### src/rtl/shift_pkg.sv
// Shared definitions for the pipelined barrel shifter.
//   shift_mode_e  - operation encoding carried down the pipe with each op
//   stage_lo_bit  - first shift-amount bit owned by a given stage
//   stage_nbits   - number of shift-amount bits owned by a given stage
// The amount bits are dealt out LSB-first; the first (L mod STAGES) stages
// get one extra bit so the split stays as even as possible.
package shift_pkg;

    typedef enum logic [1:0] {
        SH_SLL = 2'b00,
        SH_SRL = 2'b01,
        SH_SRA = 2'b10,
        SH_ROR = 2'b11
    } shift_mode_e;

    function automatic int stage_nbits(input int s, input int l, input int stages);
        return (l / stages) + ((s < (l % stages)) ? 1 : 0);
    endfunction

    function automatic int stage_lo_bit(input int s, input int l, input int stages);
        int extra;
        extra = (s < (l % stages)) ? s : (l % stages);
        return (s * (l / stages)) + extra;
    endfunction

endpackage

### src/rtl/shift_stage.sv
// One stage of the pipelined barrel shifter.
// Applies a conditional shift by 2^k for every amount bit k in [LO, LO+NBITS)
// and registers the result together with mode, full amount, tag and valid.
// Ports:
//   clk, reset   - clock and synchronous active-high reset
//   flush        - kills the valid bit of this stage
//   adv          - pipeline advance enable (register holds when low)
//   in_*         - operation entering this stage
//   out_*        - registered operation leaving this stage
module shift_stage
    import shift_pkg::*;
#(
    parameter int WIDTH = 32,
    parameter int TAG_W = 5,
    parameter int LO    = 0,
    parameter int NBITS = 1
) (
    input  logic                       clk,
    input  logic                       reset,
    input  logic                       flush,
    input  logic                       adv,
    input  logic                       in_valid,
    input  shift_mode_e                in_mode,
    input  logic [WIDTH-1:0]           in_data,
    input  logic [$clog2(WIDTH)-1:0]   in_amt,
    input  logic [TAG_W-1:0]           in_tag,
    output logic                       out_valid,
    output shift_mode_e                out_mode,
    output logic [WIDTH-1:0]           out_data,
    output logic [$clog2(WIDTH)-1:0]   out_amt,
    output logic [TAG_W-1:0]           out_tag
);

    logic [WIDTH-1:0]         shifted_s;
    logic                     valid_r;
    shift_mode_e              mode_r;
    logic [WIDTH-1:0]         data_r;
    logic [$clog2(WIDTH)-1:0] amt_r;
    logic [TAG_W-1:0]         tag_r;

    // Shift d by 2^k in the given mode. 2^k is always below WIDTH, so the
    // rotate's complementary left shift never reaches a zero amount.
    function automatic logic [WIDTH-1:0] apply_shift(input logic [WIDTH-1:0] d,
                                                     input shift_mode_e      m,
                                                     input int               k);
        logic [WIDTH-1:0] r;
        int               n;
        n = 1 << k;
        case (m)
            SH_SLL:  r = d << n;
            SH_SRL:  r = d >> n;
            SH_SRA:  r = $signed(d) >>> n;
            SH_ROR:  r = (d >> n) | (d << (WIDTH - n));
            default: r = d;
        endcase
        return r;
    endfunction

    // Conditional power-of-two shifts for the amount bits owned by this stage.
    always_comb begin
        shifted_s = in_data;
        for (int k = 0; k < NBITS; k++) begin
            shifted_s = in_amt[LO + k] ? apply_shift(shifted_s, in_mode, LO + k) : shifted_s;
        end
    end

    // Stage register: reset clears all, flush kills the op, otherwise load on advance.
    always_ff @(posedge clk) begin
        if (reset) begin
            valid_r <= 1'b0;
            mode_r  <= SH_SLL;
            data_r  <= '0;
            amt_r   <= '0;
            tag_r   <= '0;
        end else if (flush) begin
            valid_r <= 1'b0;
        end else if (adv) begin
            valid_r <= in_valid;
            mode_r  <= in_mode;
            data_r  <= shifted_s;
            amt_r   <= in_amt;
            tag_r   <= in_tag;
        end
    end

    assign out_valid = valid_r;
    assign out_mode  = mode_r;
    assign out_data  = data_r;
    assign out_amt   = amt_r;
    assign out_tag   = tag_r;

endmodule

### src/rtl/shift_pipe.sv
// Pipelined barrel shifter (SLL / SRL / SRA / ROR) for the execute stage.
// Latency is STAGES cycles, throughput one op per cycle, with a valid/ready
// handshake on both sides. All stages advance together or hold together;
// there is no bubble collapsing, so o_ready simply mirrors the advance enable.
// Ports:
//   i_clk, i_reset       - clock, synchronous active-high reset
//   i_flush              - drops every in-flight op and any op offered this cycle
//   i_valid / o_ready    - input handshake
//   i_mode               - 00 SLL, 01 SRL, 10 SRA, 11 ROR
//   i_operand_a          - data to shift
//   i_operand_b          - shift amount, only the low $clog2(WIDTH) bits are used
//   i_tag                - tag returned alongside the result
//   o_valid / i_ready    - output handshake
//   o_shift_data, o_tag  - result and its tag, straight from the last stage
module shift_pipe
    import shift_pkg::*;
#(
    parameter int WIDTH  = 32,
    parameter int STAGES = 2,
    parameter int TAG_W  = 5
) (
    input  logic             i_clk,
    input  logic             i_reset,
    input  logic             i_flush,
    input  logic             i_valid,
    output logic             o_ready,
    input  logic [1:0]       i_mode,
    input  logic [WIDTH-1:0] i_operand_a,
    input  logic [WIDTH-1:0] i_operand_b,
    input  logic [TAG_W-1:0] i_tag,
    output logic             o_valid,
    input  logic             i_ready,
    output logic [WIDTH-1:0] o_shift_data,
    output logic [TAG_W-1:0] o_tag
);

    localparam int L = $clog2(WIDTH);

    // Element s is the input of stage s; element STAGES is the pipe output.
    logic             valid_s [STAGES+1];
    shift_mode_e      mode_s  [STAGES+1];
    logic [WIDTH-1:0] data_s  [STAGES+1];
    logic [L-1:0]     amt_s   [STAGES+1];
    logic [TAG_W-1:0] tag_s   [STAGES+1];
    logic             adv_s;
    logic             unused_s;

    assign adv_s   = ~valid_s[STAGES] | i_ready;
    assign o_ready = adv_s;

    // Stage 0 sees a bubble whenever the offered op is not accepted.
    assign valid_s[0] = i_valid & adv_s;
    assign mode_s[0]  = shift_mode_e'(i_mode);
    assign data_s[0]  = i_operand_a;
    assign amt_s[0]   = i_operand_b[L-1:0];
    assign tag_s[0]   = i_tag;

    for (genvar s = 0; s < STAGES; s++) begin : g_stage
        shift_stage #(
            .WIDTH (WIDTH),
            .TAG_W (TAG_W),
            .LO    (stage_lo_bit(s, L, STAGES)),
            .NBITS (stage_nbits(s, L, STAGES))
        ) u_stage (
            .clk       (i_clk),
            .reset     (i_reset),
            .flush     (i_flush),
            .adv       (adv_s),
            .in_valid  (valid_s[s]),
            .in_mode   (mode_s[s]),
            .in_data   (data_s[s]),
            .in_amt    (amt_s[s]),
            .in_tag    (tag_s[s]),
            .out_valid (valid_s[s+1]),
            .out_mode  (mode_s[s+1]),
            .out_data  (data_s[s+1]),
            .out_amt   (amt_s[s+1]),
            .out_tag   (tag_s[s+1])
        );
    end

    assign o_valid      = valid_s[STAGES];
    assign o_shift_data = data_s[STAGES];
    assign o_tag        = tag_s[STAGES];

    // Ignored upper amount bits and the last stage's bookkeeping fields.
    assign unused_s = ^{i_operand_b[WIDTH-1:L], amt_s[STAGES], mode_s[STAGES]};

endmodule

### config.mk
export PLATFORM = sky130hd
export DESIGN_NAME = shift_pipe
export DESIGN_NICKNAME = d
export VERILOG_FILES = /design/src/rtl/shift_pkg.sv /design/src/rtl/shift_stage.sv /design/src/rtl/shift_pipe.sv
export SDC_FILE = /design/constraint.sdc
export NUM_CORES = 1
export LEC_CHECK = 0
export ABC_CLOCK_PERIOD_IN_PS = 3250
export CAP_MARGIN = 20
export CORE_UTILIZATION = 56
export CTS_BUF_LIST = sky130_fd_sc_hd__clkbuf_8
export DETAILED_ROUTE_END_ITERATION = 16
export PLACE_DENSITY = 0.85
export SLEW_MARGIN = 10
export SYNTH_ARGS = -nofsm -noshare
export SYNTH_HDL_FRONTEND = slang
export SYNTH_SLANG_ARGS = --single-unit
export TNS_END_PERCENT = 20
### constraint.sdc
create_clock -name i_clk -period 3.25 [get_ports i_clk]
set_input_delay 0.4875 -clock i_clk [delete_from_list [all_inputs] [get_ports i_clk]]
set_output_delay 0.4875 -clock i_clk [all_outputs]
set_load 0.05 [all_outputs]
==> summary by stage <==
Hold path
The tightest min-delay check is of the reg -> reg type. The hold path startpoint is g_stage[1].u_stage.out_data[22]$_SDFFE_PP0P_. The worst hold path stage count is 2. The path with the worst hold slack has its endpoint at g_stage[1].u_stage.out_data[22]$_SDFFE_PP0P_.

Timing
The count of final hold-check violations was 0. The final count of pins violating max slew is 0. The worst path uses 82.1% of the clock period. On the final layout, the worst hold slack is 0.454 ns. In this run the tightest slew margin relative to its limit is 51.7%. The routed design could run at a clock period as short as 2.67 ns.

Setup repair after global routing left no endpoint under its margin. The total negative slack is 0 ns. The maximum clock frequency is 0.375 GHz. The measured slew at the worst slew-check pin is 0.723 ns. Across the routed clock network, the largest skew measured is 0.0123 ns.

The number of failing setup endpoints in the final timing report is 0.

Yosys
The most common flop cell mapped by yosys is dfxtp_1. The flip-flop and latch count after synthesis is 80. The share of the synthesized area in compound gates (AO/OA/AOI/OAI) is 35.0%. The count of mapped cells out of synthesis is 993. For this run, asynchronously set or reset flops after synthesis account for 0%.

After Yosys synthesis, XOR and XNOR cells account for 0% of the synthesized area. The count of flip-flops with a built-in enable after synthesis is 0. The adder and majority cell fraction of the synthesized area is 0%. The synthesized netlist net count is 1069. The mapped netlist covers 7150 um2.

The synthesized area per cell is 7.20 um2. After synthesis, the largest family of logic cells by area is compound AO/OA/AOI/OAI gates. Summing the sequential cell areas from Yosys gives 22.4% of the chip area. The count of unique library cells instantiated by Yosys is 74.

Of the post-synthesis cell area, the part taken by muxes is 8.40%. The synthesized netlist devotes 24.1% of its cell area to simple gates. The warning count from the yosys run is 0.

Setup path
The nature of the critical path endpoint is an output port. In this run the worst path has a maximum fanout of 5. The worst flop-to-flop path startpoint is g_stage[0].u_stage.out_mode[0]$_SDFFE_PP0P_.

The delay of the slowest cell on the worst path is 0.74 ns. The startpoint type of the worst setup path is an input port. The cell count of the worst reg-to-reg path is 5. The worst register-to-register path ends at g_stage[1].u_stage.out_data[12]$_SDFFE_PP0P_.

The required time at the worst-slack endpoint is 2.76 ns. The reg-to-reg setup timing slack is 1.02 ns. The arrival time reported for the critical path endpoint is 2.18 ns.

The worst setup path is of the in -> out kind. The critical path goes through clkdlybuf4s50_1 -> nor2b_1 -> inv_1 -> clkdlybuf4s50_1. The master of the slowest instance on the critical path is clkdlybuf4s50_1. The critical path's most frequent cell is clkdlybuf4s50_1.

GRT
The via count of the first global-routing pass is 7024. The number of antenna violations at the first check in global routing is 0. The first global-routing pass estimated 38300 um of wire. Entering global routing, the biggest net connects 71 pins. The overall global routing resource usage is 37.1%.

After global routing the overflow that remains totals 0. The global-route met3 utilization is 9.01%. The most congested layer reported by global routing is met2. The global routing usage on met2 is 53.8%.

The met1 track demand over resource in global routing is 50.6%.

Power
Summed over all cells, the static leakage comes to 2.84 nW. The worst vdd rail ir drop is 211 uV. The total chip power is 0.00310 W. The power density over the cells is 380 nW/um2.

Clocking
The clock tree buffer depth is 2. TritonCTS built the clock tree. The buffer cell driving the clock tree root is clkbuf_8. The clock-pin slew on the worst setup and hold paths is 0.08 ns. The number of H-tree levels is 3.

The post-CTS repair timing setup buffer count is 0. The number of buffers inserted during clock tree synthesis is 9. The TritonCTS sink count is 80. The source-to-sink clock delay at the later pin of the worst-skew pair is 0.36 ns. The post-cts gate resize count is 0. The count of hold-fix buffers inserted at cts is 0.

Finish
The signed area change from the synthesized netlist to the final layout is 14.1%. The finished cells cover 8150 um2. The final layout contains 1075 nets. The layout filler cell count is 1129. Cells fill 66.8% of the core in the end. Of the cells placed in the final design, the portion with a size suffix greater than 1 is 9.66%. The repair_antennas step left the layout with diodes totalling 0.

Detailed routing
The post-detailed-route wirelength per cell is 20.2 um. The aggregate routed wire length is 23700 um. The first-pass iteration count of the detailed router is 6. The initial detailed-routing violation count is 1326. For this run, design rule violations remaining after detail routing come to 0. For this block, the via count after detailed routing is 8099.

Dividing the detail-routed via count by the number of cells gives 6.91. Once detail routing completed, the nets flagged for antenna violations numbered 0.

Place
The congestion estimate from routability-driven global placement came to 0.981. The cell area after placement is 7910 um2. The count of buffers added on input and output ports is 87. The wire-length estimate of the detail-placed layout is 16600 um.

Floorplan
The die boundary width is 115 um. The die is 115 um tall. The core area is 12200 um2. The I/O pin count is 115. The initial utilization of the core area, before any placement, comes to 58.5%. The number of cell rows is 40. The die footprint is 13200 um2.

Status
The run finished with clean final reports.

Flow run
The max capacitance violation total is 0.
## metrics by stage
| step | cells | setup WS [ns] |
|---|---|---|
| 3_3_place_gp | 1156 | 0.441 |
| 5_1_grt | 1172 | 0.508 |
| 2_1_floorplan | 993 | 1.07 |
| 4_1_cts | 1172 | 0.589 |
| 3_5_place_dp | 1156 | 0.435 |
| 6_report | 1172 | 0.582 |
## how the worst max path moves through the flow
stage                                               from                                            to  slack (ns)  cells past startpoint
6_report                                         i_ready                                       o_ready        0.58                      4
5_1_grt                                          i_ready                                       o_ready        0.51                      4
4_1_cts                                          i_ready                                       o_ready        0.59                      4
3_5_place_dp                                   i_mode[1]  g_stage[0].u_stage.out_data[14]$_SDFFE_PP0P_        0.44                      7
3_3_place_gp                                   i_mode[1]  g_stage[0].u_stage.out_data[14]$_SDFFE_PP0P_        0.44                      7
2_1_floorplan  g_stage[1].u_stage.out_valid$_SDFFE_PP0N_    g_stage[1].u_stage.out_tag[3]$_SDFFE_PP0P_        1.07                      8
## cell type report
type,instances,area (um2),share of cell area [%]
Multi-Input combinational cell,772,4830,59.2
Inverter,9,33.8,0.414
Clock buffer,9,124,1.52
Tap cell,168,210,2.58
Sequential cell,80,1600,19.7
Clock inverter,7,120,1.47
Timing Repair Buffer,127,1230,15.1
## cell usage after synthesis, types with 3 or more instances
master	instances	area (um2)
o21ai_0	57	285
clkbuf_1	55	206
nor2_1	98	368
mux2i_1	33	330
o22ai_1	20	125
nand2_1	140	526
or3b_1	17	149
nand3b_1	4	30.0
or3b_2	4	35.0
nand3_1	32	160
a31oi_1	23	144
nor3_1	21	105
a311o_1	3	30.0
nor2b_1	10	62.6
a21boi_0	24	180
o221ai_1	23	201
nand2b_1	19	119
a221o_1	3	30.0
o21a_1	4	30.0
and2_1	4	25.0
o211ai_1	6	45.0
dfxtp_1	80	1600
a31o_2	4	35.0
o31ai_1	3	22.5
o2111ai_1	3	26.3
a211o_1	6	52.6
buf_1	9	33.8
o221a_2	5	56.3
buf_6	4	45.0
buf_4	34	255
o21bai_1	4	30.0
a211oi_1	23	173
a22o_1	5	43.8
a21oi_1	76	380
nor3b_1	3	22.5
a311oi_2	3	45.0
inv_1	8	30.0
mux4_2	11	248
buf_2	30	150
a311oi_1	38	333
## where the power goes
group          switching [W]  internal, W  leakage [nW]
clock               0.000381     0.000513         0.125
sequential         0.0000838      0.00105         0.660
combinational       0.000659     0.000409          2.06
## flip-flops by register name, indices dropped and copies added, names as in the netlist
signal	flops
g_stage.u_stage.out_amt	2
g_stage.u_stage.out_tag	10
g_stage.u_stage.out_mode	2
g_stage.u_stage.out_data	64
g_stage.u_stage.out_valid	2
## cell families (layout without fill, tap and decap cells)
group,after synthesis,in the layout
AOI/OAI and AO/OA,359,359
buffers and inverters,141,152
DFF,80,80
muxes,46,46
and+or+nand+nor,367,367
## per-layer routing
layer / wire [um] / vias to the layer above
met5: 0 / -
met4: 1310 / 0
met3: 3180 / 120
met2: 10100 / 604
met1: 9120 / 3678
li1: - / 3697
## cells in the final DEF, fill, tap and decap left out, types with 9 or more instances in the layout
cell type,netlist,routed
nand2_1,140,140
nor2_1,98,97
clkdlybuf4s50_1,0,84
dfxtp_1,80,79
a21oi_1,76,76
o21ai_0,57,57
a311oi_1,38,38
buf_4,34,35
mux2i_1,33,33
nand3_1,32,32
a21boi_0,24,24
a31oi_1,23,23
o221ai_1,23,23
a211oi_1,23,23
nor3_1,21,21
o22ai_1,20,20
nand2b_1,19,18
or3b_1,17,17
mux4_2,11,11
nor2b_1,10,10
inv_1,8,9
clkbuf_8,0,9
## worst max-delay path: cells and delay by family
family	cells	cell delay, ns
buffers and inverters	3	1.32
and+or+nand+nor	1	0.36
Power figures use the tool's default switching activity.
